$ cat src/rtl/lcd_bus_arbiter.sv
`default_nettype none
// ============================================================================
// Module   : lcd_bus_arbiter
// Purpose  : Shares one LCD_Controller Avalon-MM slave between N_REQ write
//            masters. Round-robin arbitration with a per-master lock so a
//            whole display frame goes out without interleaving.
// Options  : LCD_ARB_TIMEOUT_EN - revoke an idle locked grant after
//            TIMEOUT_CYCLES cycles without a completed transfer and pulse
//            timeout_pulse on revocation.
// Revision : 1.0 - initial release
// ============================================================================
module lcd_bus_arbiter #(
   parameter int N_REQ          = 2,
   parameter int TIMEOUT_CYCLES = 1024,
   localparam int ID_W          = (N_REQ > 1) ? $clog2(N_REQ) : 1
) (
   input  logic               clk,
   input  logic               reset_n,
   input  logic [N_REQ-1:0]   m_chipselect,
   input  logic [N_REQ-1:0]   m_write,
   input  logic [N_REQ-1:0]   m_read,
   input  logic [N_REQ-1:0]   m_address,
   input  logic [8*N_REQ-1:0] m_writedata,
   input  logic [N_REQ-1:0]   m_lock,
   output logic [N_REQ-1:0]   m_waitrequest,
   output logic [7:0]         m_readdata,
   output logic [1:0]         m_response,
   output logic               address,
   output logic               chipselect,
   output logic               byteenable,
   output logic               read,
   output logic               write,
   output logic [7:0]         writedata,
   input  logic               waitrequest,
   input  logic [7:0]         readdata,
   input  logic [1:0]         response,
   output logic               grant_valid,
   output logic [ID_W-1:0]    grant_id
`ifdef LCD_ARB_TIMEOUT_EN
   ,
   output logic               timeout_pulse
`endif
);

   // Reject out-of-range configurations at elaboration time.
   if (N_REQ < 2 || N_REQ > 8 || TIMEOUT_CYCLES < 2) begin : g_bad_params
      $error("lcd_bus_arbiter: N_REQ must be 2..8 and TIMEOUT_CYCLES >= 2");
   end

   typedef enum logic [0:0] {
      IDLE    = 1'b0,
      GRANTED = 1'b1
   } state_t;

   state_t          state;
   state_t          state_next;
   logic [ID_W-1:0] last_id;
   logic [ID_W-1:0] winner;
   logic            any_req;
   logic            owner_cs;
   logic            rel_normal;
   logic            rel_grant;
   logic [7:0]      wdata_arr [N_REQ];

   // Split the packed write-data bus into one byte per master.
   for (genvar i = 0; i < N_REQ; i++) begin : g_unpack
      assign wdata_arr[i] = m_writedata[8*i +: 8];
   end

   // First requester found scanning last+1, last+2, ... modulo N_REQ.
   // Iterating from the far end lets the nearest requester overwrite.
   function automatic logic [ID_W-1:0] rr_pick(input logic [ID_W-1:0] last,
                                               input logic [N_REQ-1:0] req);
      logic [ID_W-1:0] idx;
      rr_pick = last;
      for (int k = N_REQ; k >= 1; k--) begin
         idx = ID_W'((int'(last) + k) % N_REQ);
         if (req[idx]) rr_pick = idx;
      end
   endfunction

   assign any_req     = |m_chipselect;
   assign winner      = rr_pick(last_id, m_chipselect);
   assign owner_cs    = m_chipselect[grant_id];
   assign rel_normal  = (state == GRANTED) && !owner_cs && !m_lock[grant_id];
   assign grant_valid = (state == GRANTED);
   assign byteenable  = 1'b1;
   assign m_readdata  = readdata;
   assign m_response  = response;

`ifdef LCD_ARB_TIMEOUT_EN
   localparam int                CNT_W   = $clog2(TIMEOUT_CYCLES);
   localparam logic [CNT_W-1:0]  CNT_MAX = CNT_W'(TIMEOUT_CYCLES - 1);

   logic [CNT_W-1:0] idle_cnt;
   logic             xfer_done;
   logic             revoke;

   assign xfer_done = chipselect && (read || write) && !waitrequest;
   // Only a locked, idle owner can be revoked; an unlocked idle owner
   // already releases normally on the same edge.
   assign revoke    = (state == GRANTED) && !owner_cs && m_lock[grant_id] &&
                      (idle_cnt == CNT_MAX);
   assign rel_grant = rel_normal || revoke;

   // Idle-cycle counter: cleared outside a grant and on each completed
   // transfer, saturating at the revocation threshold.
   always_ff @(posedge clk or negedge reset_n) begin
      if (!reset_n) begin
         idle_cnt      <= '0;
         timeout_pulse <= 1'b0;
      end else begin
         timeout_pulse <= revoke;
         if (state != GRANTED || xfer_done) begin
            idle_cnt <= '0;
         end else if (idle_cnt != CNT_MAX) begin
            idle_cnt <= idle_cnt + 1'b1;
         end
      end
   end
`else
   assign rel_grant = rel_normal;
`endif

   // State register.
   always_ff @(posedge clk or negedge reset_n) begin
      if (!reset_n) begin
         state <= IDLE;
      end else begin
         state <= state_next;
      end
   end

   // Grant holder and round-robin pointer; last_id resets so master 0 wins.
   always_ff @(posedge clk or negedge reset_n) begin
      if (!reset_n) begin
         grant_id <= '0;
         last_id  <= ID_W'(N_REQ - 1);
      end else if (state == IDLE && any_req) begin
         grant_id <= winner;
      end else if (rel_grant) begin
         last_id  <= grant_id;
         grant_id <= '0;
      end
   end

   // Next state and the slave-side mux; the holder alone sees waitrequest.
   always_comb begin
      state_next    = state;
      chipselect    = 1'b0;
      read          = 1'b0;
      write         = 1'b0;
      address       = 1'b0;
      writedata     = 8'h00;
      m_waitrequest = '1;
      case (state)
         IDLE: begin
            if (any_req) state_next = GRANTED;
         end
         GRANTED: begin
            chipselect              = owner_cs;
            read                    = m_read[grant_id];
            write                   = m_write[grant_id];
            address                 = m_address[grant_id];
            writedata               = wdata_arr[grant_id];
            m_waitrequest[grant_id] = waitrequest;
            if (rel_grant) state_next = IDLE;
         end
         default: state_next = IDLE;
      endcase
   end

endmodule
`default_nettype wire

$ cat config.mk
export PLATFORM = sky130hd
export DESIGN_NAME = lcd_bus_arbiter
export DESIGN_NICKNAME = d
export VERILOG_FILES = /design/src/rtl/lcd_bus_arbiter.sv
export SDC_FILE = /design/constraint.sdc
export NUM_CORES = 1
export LEC_CHECK = 0
export BUFFER_PORTS_ARGS = -buffer_cell sky130_fd_sc_hd__buf_2
export CAP_MARGIN = 20
export CORE_UTILIZATION = 34
export DETAILED_ROUTE_END_ITERATION = 6
export PLACE_DENSITY = 0.85
export SKIP_CTS_REPAIR_TIMING = 1
export SYNTH_ARGS = -nofsm -noshare
export SYNTH_HDL_FRONTEND = slang
export SYNTH_SLANG_ARGS = --single-unit
export TNS_END_PERCENT = 50
$ cat constraint.sdc
create_clock -name clk -period 1.9 [get_ports clk]
set_input_delay 0.38 -clock clk [delete_from_list [all_inputs] [get_ports clk]]
set_output_delay 0.38 -clock clk [all_outputs]
set_load 0.03 [all_outputs]
Word-level counts from Yosys, hierarchy flattened
Cells that the tools add are included.
- register bits: 3
- bits in latches: 0
- RAM bits: 0
- memory bits (read-only): 0
- input port bits: 39
- word-level logic and storage cells: 56
- memories: 0
- add/sub/neg operators: 2
- multipliers: 0
- div/mod/pow operators: 0
- order comparisons: 5
- equal/unequal tests: 0
- shifts and indexed selects: 0
- mux-type cells: 32
- bitwise operators: 5
- reduce and logical (&&, ||, !) cells: 9
- operators with widths (operator ; count):
    8-bit two-way mux ; 4
    1-bit two-way mux ; 25
    1-bit by 2-bit < comparator with 1-bit output, second input constant ; 3
    1-bit logical AND ; 4
    1-bit adder, second input constant ; 2
    2-bit greater-or-equal comparator, second input constant ; 1
    1-bit zero test ; 2
    2-bit two-way mux ; 1
    1-bit inverter ; 2
    1-bit inverter with 2-bit output ; 1
    2-bit inverter ; 1
    2-bit bitwise OR ; 1
    1-bit case mux with 2 select lines ; 1
    2-bit AND reduction ; 1
    2-bit nonzero test ; 1
    2-bit OR reduction ; 1
    1-bit demux with 1-bit select ; 1
    1-bit greater-or-equal comparator, second input constant ; 1

Longest topological paths before layout
Gate-level depths: netlist of the first run.
- depth after elaboration: 7
- depth in mapped cells: 4
- gate-level depth less buffers: 2

Worst setup path before layout of the first run
Ideal clock, no wire load.
- path kind: register to output
- start: register state (netlist: grant_valid)
- end: output port write
- arrival: 1.435 ns
- data required time: 1.520 ns
- path slack: 0.085 ns
- cell stages (with the launch flop): 4
- buffers on the path: 2
- cell sequence: dfrtp_1 -> buf_2 -> clkbuf_1 -> nor2b_1
- longest elaborated chain between the ends: 1
- RTL lines (item ; RTL line ; RTL):
    start, declared ; 55 ; state_t state;
    start signal, assigned ; 130 ; state <= state_next;
    1-bit two-way mux ; 156 ; case (state)
    end, declared ; 32 ; output logic write,
Every way passes these cells.

Final worst setup path of the first run
- start: register grant_id
- end: output port chipselect
- longest elaborated chain between the ends: 3
- RTL lines (item ; RTL line ; RTL):
    start, declared ; 38 ; output logic [ID_W-1:0] grant_id
    start signal, assigned ; 140 ; grant_id <= winner;
    1-bit two-way mux (not written as such) (2 in a row) ; 84 ; assign owner_cs = m_chipselect[grant_id];
    1-bit two-way mux ; 156 ;
    end, declared ; 29 ; output logic chipselect,
Every way passes these cells. The select of a mux whose other input is x is not followed.

==> results of run 1 <==
## layer usage
metal / routed length (um) / global-route usage (%)
met1: 438 / 15.2
met2: 652 / 29.7
met3: 131 / 2.17
met4: 24 / 13.7
met5: 0 / 0
## worst min-delay path by stage
stage / startpoint / end / slack [ns]
final: m_lock[1] / last_id / 0.42
after detailed placement: reset_n / grant_id / 0.18
after global placement: reset_n / grant_valid / 0.18
after floorplan: reset_n / grant_id / 0.08
after global routing: m_lock[1] / last_id / 0.45
after CTS: reset_n / grant_id / -0.08
## worst max-delay path: stages (launching register included)
cell and delay, ns:
dfrtp_1 0.44, buf_4 0.23, mux2i_1 0.21, nor2b_1 0.06, buf_2 0.17
## power breakdown
group / internal, uW / switching [uW]
clock: 79.0 / 37.2
combinational: 197 / 311
sequential: 78.7 / 20.9
total: 355 / 369
## state kept, by name, indices dropped and copies added (netlist names)
register / count
last_id: 1
grant_valid: 1
grant_id: 1
## cell type report
| class | count | share of cell area [%] |
|---|---|---|
| Sequential cell | 3 | 10.9 |
| Tap cell | 15 | 2.67 |
| Timing Repair Buffer | 48 | 36.0 |
| Multi-Input combinational cell | 39 | 46.2 |
| Inverter | 1 | 0.535 |
| Clock buffer | 4 | 3.74 |
## logic make-up after synthesis
logic type / after synthesis
AND/OR/NAND/NOR: 23
multiplexers: 12
buffers and inverters: 16
other: 1
AO/OA/AOI/OAI: 3
flip-flops: 3
## synth_stat cells
cell       n
o21ai_0    1
or2b_1     1
dfstp_2    1
nand3b_1   1
clkbuf_1   1
nor3_1     2
buf_6      1
buf_8      1
nor4b_4    1
inv_1      1
mux2i_1   12
dfrtp_1    2
and4bb_2   1
nor2_1     2
buf_4     11
a211oi_2   1
nor2b_1   13
buf_2      1
or3b_1     2
a221oi_2   1
conb_1     1
## placed cells by master (no fill, tap or decap), drive strengths merged
master,synthesis,final
a211oi,1,1
dfrtp,2,2
nor3,2,2
a221oi,1,1
nor2,2,2
inv,1,1
or2b,1,1
mux2i,12,12
o21ai,1,1
and4bb,1,1
or3b,2,2
conb,1,1
nand3b,1,1
dfstp,1,1
clkbuf,1,4
dlygate4sd3,0,1
buf,14,47
nor2b,13,13
nor4b,1,1
## per-stage QoR
step	setup slack, ns	util (%)	instance area (um2)	instances	total power (uW)
after detailed placement	0.418	48.7	666	105	611
final	0.165	51.4	702	110	724
after floorplan	0.0846	-	522	58	530
after global routing	0.0677	51.4	702	110	778
after CTS	0.151	50.6	692	109	732
after global placement	0.432	48.7	666	105	601
==> metrics.md, run 1 <==
| Metric | Value |
|---|---|
| IO Pins | `66` |
| Drt total wl | `approximately 1.2 mm` |
| # port buffers | `44` |
| Number of cell rows | `13` |
| Clk_skew | `slightly below 0.005 ns` |
| Fin Setup TNS | `0 ns` |
| Hold Path Class | `input pin to register` |
| Largest net degree at the start of global routing | `14` |
| Clk sinks | `3` |
| Register area | `about 76 um2` |
| Die area | `approximately 1700 um2` |
| Worst vdd ir | `around 0.00039 V` |
| CP endpoint kind | `output port` |
| Yosys top cell by area | `mux2i_1` |
| Post-route minimum period | `roughly 1.7 ns` |
| Status | `finished clean` |
| Cell variety after synth | `21` |
| Hold_ws | `0.422 ns` |
| Complex-gate fraction of the synthesized area | `around 6.2%` |
| PwrDens | `about 1000 nW/um2` |
| CP required | `roughly 1.5 ns` |
| Adder-cell share of the synthesized area | `0%` |
| Min-Delay Path Depth | `3` |
| Ys Warns | `0` |
| Vias/cell | `4.85` |
| Arrival time worst endpoint | `~1.4 ns` |
| H-tree depth | `1` |
| Total congestion overflow | `0` |
| Pleak | `around 0.00035 uW` |
| Starting Density | `38.2%` |
| RR Startpoint | `grant_valid` |
| Drt drc | `0` |
| Post-synthesis mux area share | `between 20% and 30%` |
| Global-route wire length before repair | `1.73 mm` |
| Dominant cells by area after synthesis | `mux2i_1 23%, buf_4 16%, nor2b_1 16%` |
| Post-synthesis cell count | `58` |
| All-layer global routing usage | `between 10% and 20%` |
| R2R Setup Slk | `0.56 ns` |
| Share of the yosys chip area belonging to registers | `between 10% and 20%` |
| CTS tree | `yes` |
| Yosys reg bits | `3` |
| Clk_lat worst skew | `0.24 ns` |
| Clock-pin slew on the worst setup and hold paths | `about 0.040 ns` |
| Root Driver | `clkbuf_4` |
| Worst reg2reg path endpoint | `last_id` |
| CP startpoint | `grant_id` |
| Floorplan core area | `about 1400 um2` |
| RSZ-0062 raised after global routing | `false` |
| Simple-gate share of the synthesized area | `32.1%` |
| CTS Buffer Depth | `2` |
| Routed vias | `roughly 530` |
| Max Cap Viol | `0` |
| DR pass1 iterations | `4` |
| Slew Viols, Final | `0` |
| Synthesized area per cell | `approximately 9 um2` |
| Critical path class | `register to output port` |
| Crit-path max FO | `10` |
| Nets | `approximately 140` |
| Initial DRC Count | `9` |
| Final hold vios | `0` |
| Critical path startpoint category | `register` |
| Die Wd | `between 40 and 50 um` |
| Area Growth Syn to Fin | `34.5%` |
| Share of layout cells above drive strength 1 | `between 50 and 60%` |
| Die Y | `around 41 um` |
| Vias in the first global route | `roughly 430` |
| Detailed placer's ending HPWL | `approximately 980 um` |
| Post-synth top area share | `between 20 and 25%` |
| Xor-xnor portion of the synthesized cell area | `0%` |
| Fill cell total of the finished layout | `135` |
| Worst Setup EP | `chipselect` |
| Period utilization | `91.3%` |
| Total CTS buffers | `3` |
| R2R depth | `3` |
| Main combinational cell family by area after synthesis | `simple AND/OR/NAND/NOR gates` |
| ANT nets after route | `0` |
| Syn nets | `97` |
| Final setup vio count | `0` |
| N_diodes | `0` |
| Placer Congestion | `between 0.6 and 0.7` |
| Initial antenna violation count | `0` |
| Area of the multi-input gates | `324 um2` |
| WL/cell | `between 10 and 15 um` |
| Cell Area, Synth | `between 500 and 600 um2` |
| Fmax | `roughly 580 MHz` |
Power figures use the tool's default switching activity.
==> inputs of run 2 (changes only) <==
GPL_TIMING_DRIVEN = 0   (was unset)
==> run 2 against run 1 <==
  * Worst setup slack got worse by 0.097 ns
  * Sequential power is 13% lower
  * First-iteration DRC count is 67% lower
  * Hold slack got worse by 0.0045 ns
  * Sequential cell count stayed put
==> metrics.md, run 2 (synthesized netlist as in run 1, its figures left out) <==
| Metric | Value |
|---|---|
| Placer Congestion | `around 0.63` |
| Largest net degree at the start of global routing | `11` |
| Pleak | `around 0.00045 uW` |
| CTS tree | `yes` |
| Root Driver | `clkbuf_4` |
| Share of layout cells above drive strength 1 | `between 60 and 70%` |
| Nets | `between 150 and 200` |
| Drt total wl | `1.23 mm` |
| Detailed placer's ending HPWL | `about 1.0 mm` |
| Period utilization | `a little over nine tenths` |
| Metal3 WL | `142 um` |
| Total CTS buffers | `3` |
| Final hold vios | `0` |
| Fill cell total of the finished layout | `around 110` |
| M1 WL | `421 um` |
| Critical path class | `register to output port` |
| Slew Viols, Final | `0` |
| # port buffers | `54` |
| ANT nets after route | `0` |
| Fin Setup TNS | `0 ns` |
| Worst stage delay on the critical path | `0.38 ns` |
| Vias/cell | `4.56` |
| Arrival time worst endpoint | `1.45 ns` |
| Sequential Power Share | `11.1%` |
| Max Cap Viol | `0` |
| Crit-path max FO | `10` |
| N_diodes | `0` |
| Drt drc | `0` |
| Clock share of power | `14.0%` |
| Sw Ratio | `50.2%` |
| Design area | `between 800 and 900 um2` |
| WL met2 | `646 um` |
| CP Cell Sequence | `buf_6 -> buf_8 -> or3b_1 -> buf_2` |
| All-layer global routing usage | `~15%` |
| H-tree depth | `1` |
| Clk_lat worst skew | `0.23 ns` |
| Clock-pin slew on the worst setup and hold paths | `0.04 ns` |
| IO Pins | `66` |
| Routed vias | `~600` |
| Die area | `between 1500 and 2000 um2` |
| Post-route minimum period | `about 1.8 ns` |
| Clk_skew | `0.00493 ns` |
| Total congestion overflow | `0` |
| PnR worst setup slack | `just under 0.07 ns` |
| Starting Density | `38.2%` |
| Initial antenna violation count | `0` |
| WL/cell | `between 9 and 10 um` |
| Vias in the first global route | `approximately 420` |
| Most common cell after layout, fill and taps aside | `buf_2` |
| Internal cell power | `approximately 390 uW` |
| Commonest cells after routing, fill and taps aside | `55 x buf_2, 13 x nor2b_1, 12 x mux2i_1` |
| Worst vdd ir | `about 0.00044 V` |
| Status | `finished clean` |
| Hold Path Class | `input pin to register` |
| Final setup vio count | `0` |
| Clk sinks | `3` |
| Dpl ws | `~0.27 ns` |
| Critical path startpoint category | `register` |
| Power share of the combinational group | `between 70% and 80%` |
| Placed Area | `811 um2` |
| CTS Buffer Depth | `2` |
| Die Y | `just over 40 um` |
| Die Wd | `41.2 um` |
| DR pass1 iterations | `4` |
| PwrDens | `920 nW/um2` |
| CP endpoint kind | `output port` |
| Initial DRC Count | `3` |
| Hold_ws | `~0.42 ns` |
| Max Used Layer | `met4` |
| Core Util, Final | `a little over 60%` |
| P_sw | `between 300 and 400 uW` |
| Global-route wire length before repair | `1.61 mm` |
| CP required | `1.52 ns` |
| CP max-delay cell | `dfrtp_1` |
| Fmax | `about 550 MHz` |
| Number of cell rows | `13` |
| RSZ-0062 raised after global routing | `true` |
| Area Growth Syn to Fin | `62.6%` |
| Floorplan core area | `about 1400 um2` |
## run 2: changes by cell type in the layout (fill, tap and decap cells not counted)
cell / previous run / this run
buf_2: 44 / 55
buf_4: 3 / 11
buf_6: 0 / 1
buf_8: 0 / 1
clkbuf_2: 0 / 1
## run 2: per-layer routing
layer	track usage [%]	vias to the layer above
met4	9.68	0
met5	0	-
met1	13.8	249
met2	28.1	49
met3	4.89	2
li1	-	302
## run 2: cell type report
cell class,instances,area [um2],share of cell area (%)
plain buffers,15,119,14.0
clock buffers,4,26.3,3.10
inverters,1,3.75,0.442
multi-input cells,39,324,38.2
flip-flops and latches,3,76.3,9.00
well taps,15,18.8,2.21
repair buffers,55,280,33.0
## run 2: stage by stage
step                total power [uW]  cells
CTS                              792    131
finish                           780    132
floorplan                        530     58
global placement                 668    127
detailed placement               678    127
global route                     844    132
## run 2: critical path, delay by kind of cell, from the launching register on
| kind | cells | cell delay, ns |
|---|---|---|
| buffers and inverters | 3 | 0.49 |
| DFF | 1 | 0.38 |
| and+or+nand+nor | 1 | 0.36 |
## run 2: final timing paths
check	slack [ns]	endpoint	depth (start not counted)	start
max	0.07	m_waitrequest[0]	4	grant_id
min	0.42	last_id	3	m_lock[1]
max reg2reg	0.70	grant_valid	4	grant_id
min reg2reg	0.48	last_id	2	last_id
max in group asynchronous	1.22	last_id	2	reset_n
min in group asynchronous	0.49	grant_valid	2	reset_n
## run 2: power by group through the flow
| stage | clock network (uW) | registers, uW | logic [uW] |
|---|---|---|---|
| floorplan | 0 | 109 | 421 |
| global placement | 0 | 86.5 | 582 |
| detailed placement | 0 | 88.4 | 590 |
| CTS | 114 | 87.6 | 590 |
| global route | 120 | 88.8 | 636 |
| finish | 110 | 86.8 | 584 |
==> inputs of run 3 (changes only) <==
PLACE_DENSITY = 0.89   (was 0.85)
==> run 3 against run 2 <==
  * Global-route usage shrank 0.51 points
  * Core utilization did not move
  * Largest power group unchanged
  * Critical path depth unchanged
  * Final cell count is the same
  * Routed wire length rose by 3.2%
  * Register-to-register slack about the same
  * Via count is 1.7% higher
  * Combinational power about the same
  * Largest cell class unchanged
  * Die area unchanged
  * Highest routed layer unchanged
  * Maximum frequency hardly changed
==> metrics.md, run 3 (synthesized netlist as in run 1, its figures left out) <==
| Metric | Value |
|---|---|
| Area Growth Syn to Fin | `62.6%` |
| Fmax | `~550 MHz` |
| Clk_lat worst skew | `approximately 0.23 ns` |
| Clk_skew | `0.00445 ns` |
| Clock-pin slew on the worst setup and hold paths | `~0.04 ns` |
| R2R Setup Slk | `a little under 0.7 ns` |
| CTS Buffer Depth | `2` |
| IO Pins | `66` |
| Die Wd | `slightly above 40 um` |
| Clock share of power | `between 10 and 15%` |
| WL/cell | `~9.6 um` |
| CP endpoint kind | `output port` |
| PwrDens | `just over 900 nW/um2` |
| R2R depth | `4` |
| Final setup vio count | `0` |
| Root Driver | `clkbuf_4` |
| Slew Viols, Final | `0` |
| Worst reg2reg path endpoint | `grant_valid` |
| Placer Congestion | `approximately 0.63` |
| Starting Density | `about two fifths` |
| PnR worst setup slack | `around 0.069 ns` |
| RSZ-0062 raised after global routing | `false` |
| Routed vias | `612` |
| Share of layout cells above drive strength 1 | `between 60 and 70%` |
| Global-route wire length before repair | `between 1.5 and 2 mm` |
| Die Y | `41.2 um` |
| CP required | `between 1.5 and 2 ns` |
| P_sw | `roughly 400 uW` |
| Crit-path max FO | `10` |
| Commonest cells after routing, fill and taps aside | `55 x buf_2, 13 x nor2b_1, 12 x mux2i_1` |
| Placed Instances | `around 130` |
| Vias/cell | `between 4 and 5` |
| Die area | `roughly 1700 um2` |
| Most common cell after layout, fill and taps aside | `buf_2` |
| N_diodes | `0` |
| RR Startpoint | `grant_id` |
| CTS tree | `yes` |
| Largest net degree at the start of global routing | `11` |
| CP Cell Sequence | `buf_6 -> buf_8 -> or3b_1 -> buf_2` |
| Total CTS buffers | `3` |
| Critical path class | `register to output port` |
| Period utilization | `a little over nine tenths` |
| Vias in the first global route | `439` |
| Power share of the combinational group | `between 70% and 80%` |
| Initial antenna violation count | `0` |
| Total congestion overflow | `0` |
| Clk sinks | `3` |
| Pwr Total | `between 700 and 800 uW` |
| Initial DRC Count | `4` |
| Fin Setup TNS | `0 ns` |
| Floorplan core area | `about 1400 um2` |
| H-tree depth | `1` |
| Sequential Power Share | `11.2%` |
| Drt drc | `0` |
| Min-Delay Path Depth | `3` |
| Post-route minimum period | `between 1.5 and 2 ns` |
| # port buffers | `54` |
| All-layer global routing usage | `14.6%` |
| Max Cap Viol | `0` |
| Nets | `about 160` |
| Drt total wl | `between 1 and 1.5 mm` |
| CP max-delay cell | `dfrtp_1` |
| Number of cell rows | `13` |
| Arrival time worst endpoint | `1.45 ns` |
| Detailed placer's ending HPWL | `roughly 1.1 mm` |
| Status | `finished clean` |
| Pleak | `~0.00045 uW` |
| Dpl ws | `roughly 0.30 ns` |
| Fill cell total of the finished layout | `~110` |
| DR pass1 iterations | `2` |
| Worst Setup EP | `m_waitrequest[0]` |
| Post-route insts no fill | `between 100 and 150` |
| Internal cell power | `a little under 400 uW` |
| Critical path startpoint category | `register` |
| Worst vdd ir | `approximately 0.00045 V` |
| Final hold vios | `0` |
| ANT nets after route | `0` |
| CP startpoint | `grant_id` |
| Worst stage delay on the critical path | `between 0.3 and 0.4 ns` |
| Sw Ratio | `around half` |
| Hold Path Class | `input pin to register` |
==> run 3: cell counts in the layout (fill, tap and decap cells not counted) <==
No cell type changed its count.
==> run 3: per-stage QoR <==
| step | instance area [um2] | hold slack, ns | utilization, % |
|---|---|---|---|
| 2_1_floorplan | 522 | 0.0844 | - |
| 3_3_place_gp | 811 | 0.175 | 59.3 |
| 6_report | 848 | 0.429 | 62.1 |
| 4_1_cts | 837 | -0.0651 | 61.3 |
| 5_1_grt | 848 | 0.443 | 62.1 |
| 3_5_place_dp | 811 | 0.184 | 59.3 |
==> run 3: per-layer routing <==
metal	global-route usage, %	routed length, um	up-vias
li1	-	-	305
met1	12.6	436	250
met2	25.8	623	53
met3	4.89	181	4
met4	13.7	23	0
met5	0	0	-
==> run 3: how the worst min path moves through the flow <==
| stage | from | to | slack [ns] |
|---|---|---|---|
| after floorplan | reset_n | grant_id | 0.08 |
| after global routing | m_lock[1] | last_id | 0.44 |
| after CTS | reset_n | grant_valid | -0.07 |
| after global placement | reset_n | grant_id | 0.18 |
| after detailed placement | reset_n | grant_valid | 0.18 |
| final | m_lock[1] | last_id | 0.43 |
==> run 3: power by group through the flow <==
stage / sequential (uW) / combinational, uW / clock [uW]
after floorplan: 109 / 421 / 0
after global placement: 86.7 / 577 / 0
after detailed placement: 88.5 / 587 / 0
after CTS: 87.8 / 588 / 114
after global routing: 88.8 / 630 / 124
final: 87.2 / 585 / 108
==> run 3: layout make-up <==
cell class	count	area, um2	area share (%)
multi-input cells	39	324	38.2
repair buffers	55	280	33.0
plain buffers	15	119	14.0
flip-flops and latches	3	76.3	9.00
clock buffers	4	26.3	3.10
well taps	15	18.8	2.21
inverters	1	3.75	0.442
==> run 3: worst max-delay path: cells and delay by family, from the launching register on <==
kind | cells | cell delay [ns]
buffers and inverters | 3 | 0.49
flip-flops | 1 | 0.38
AND/OR/NAND/NOR | 1 | 0.35
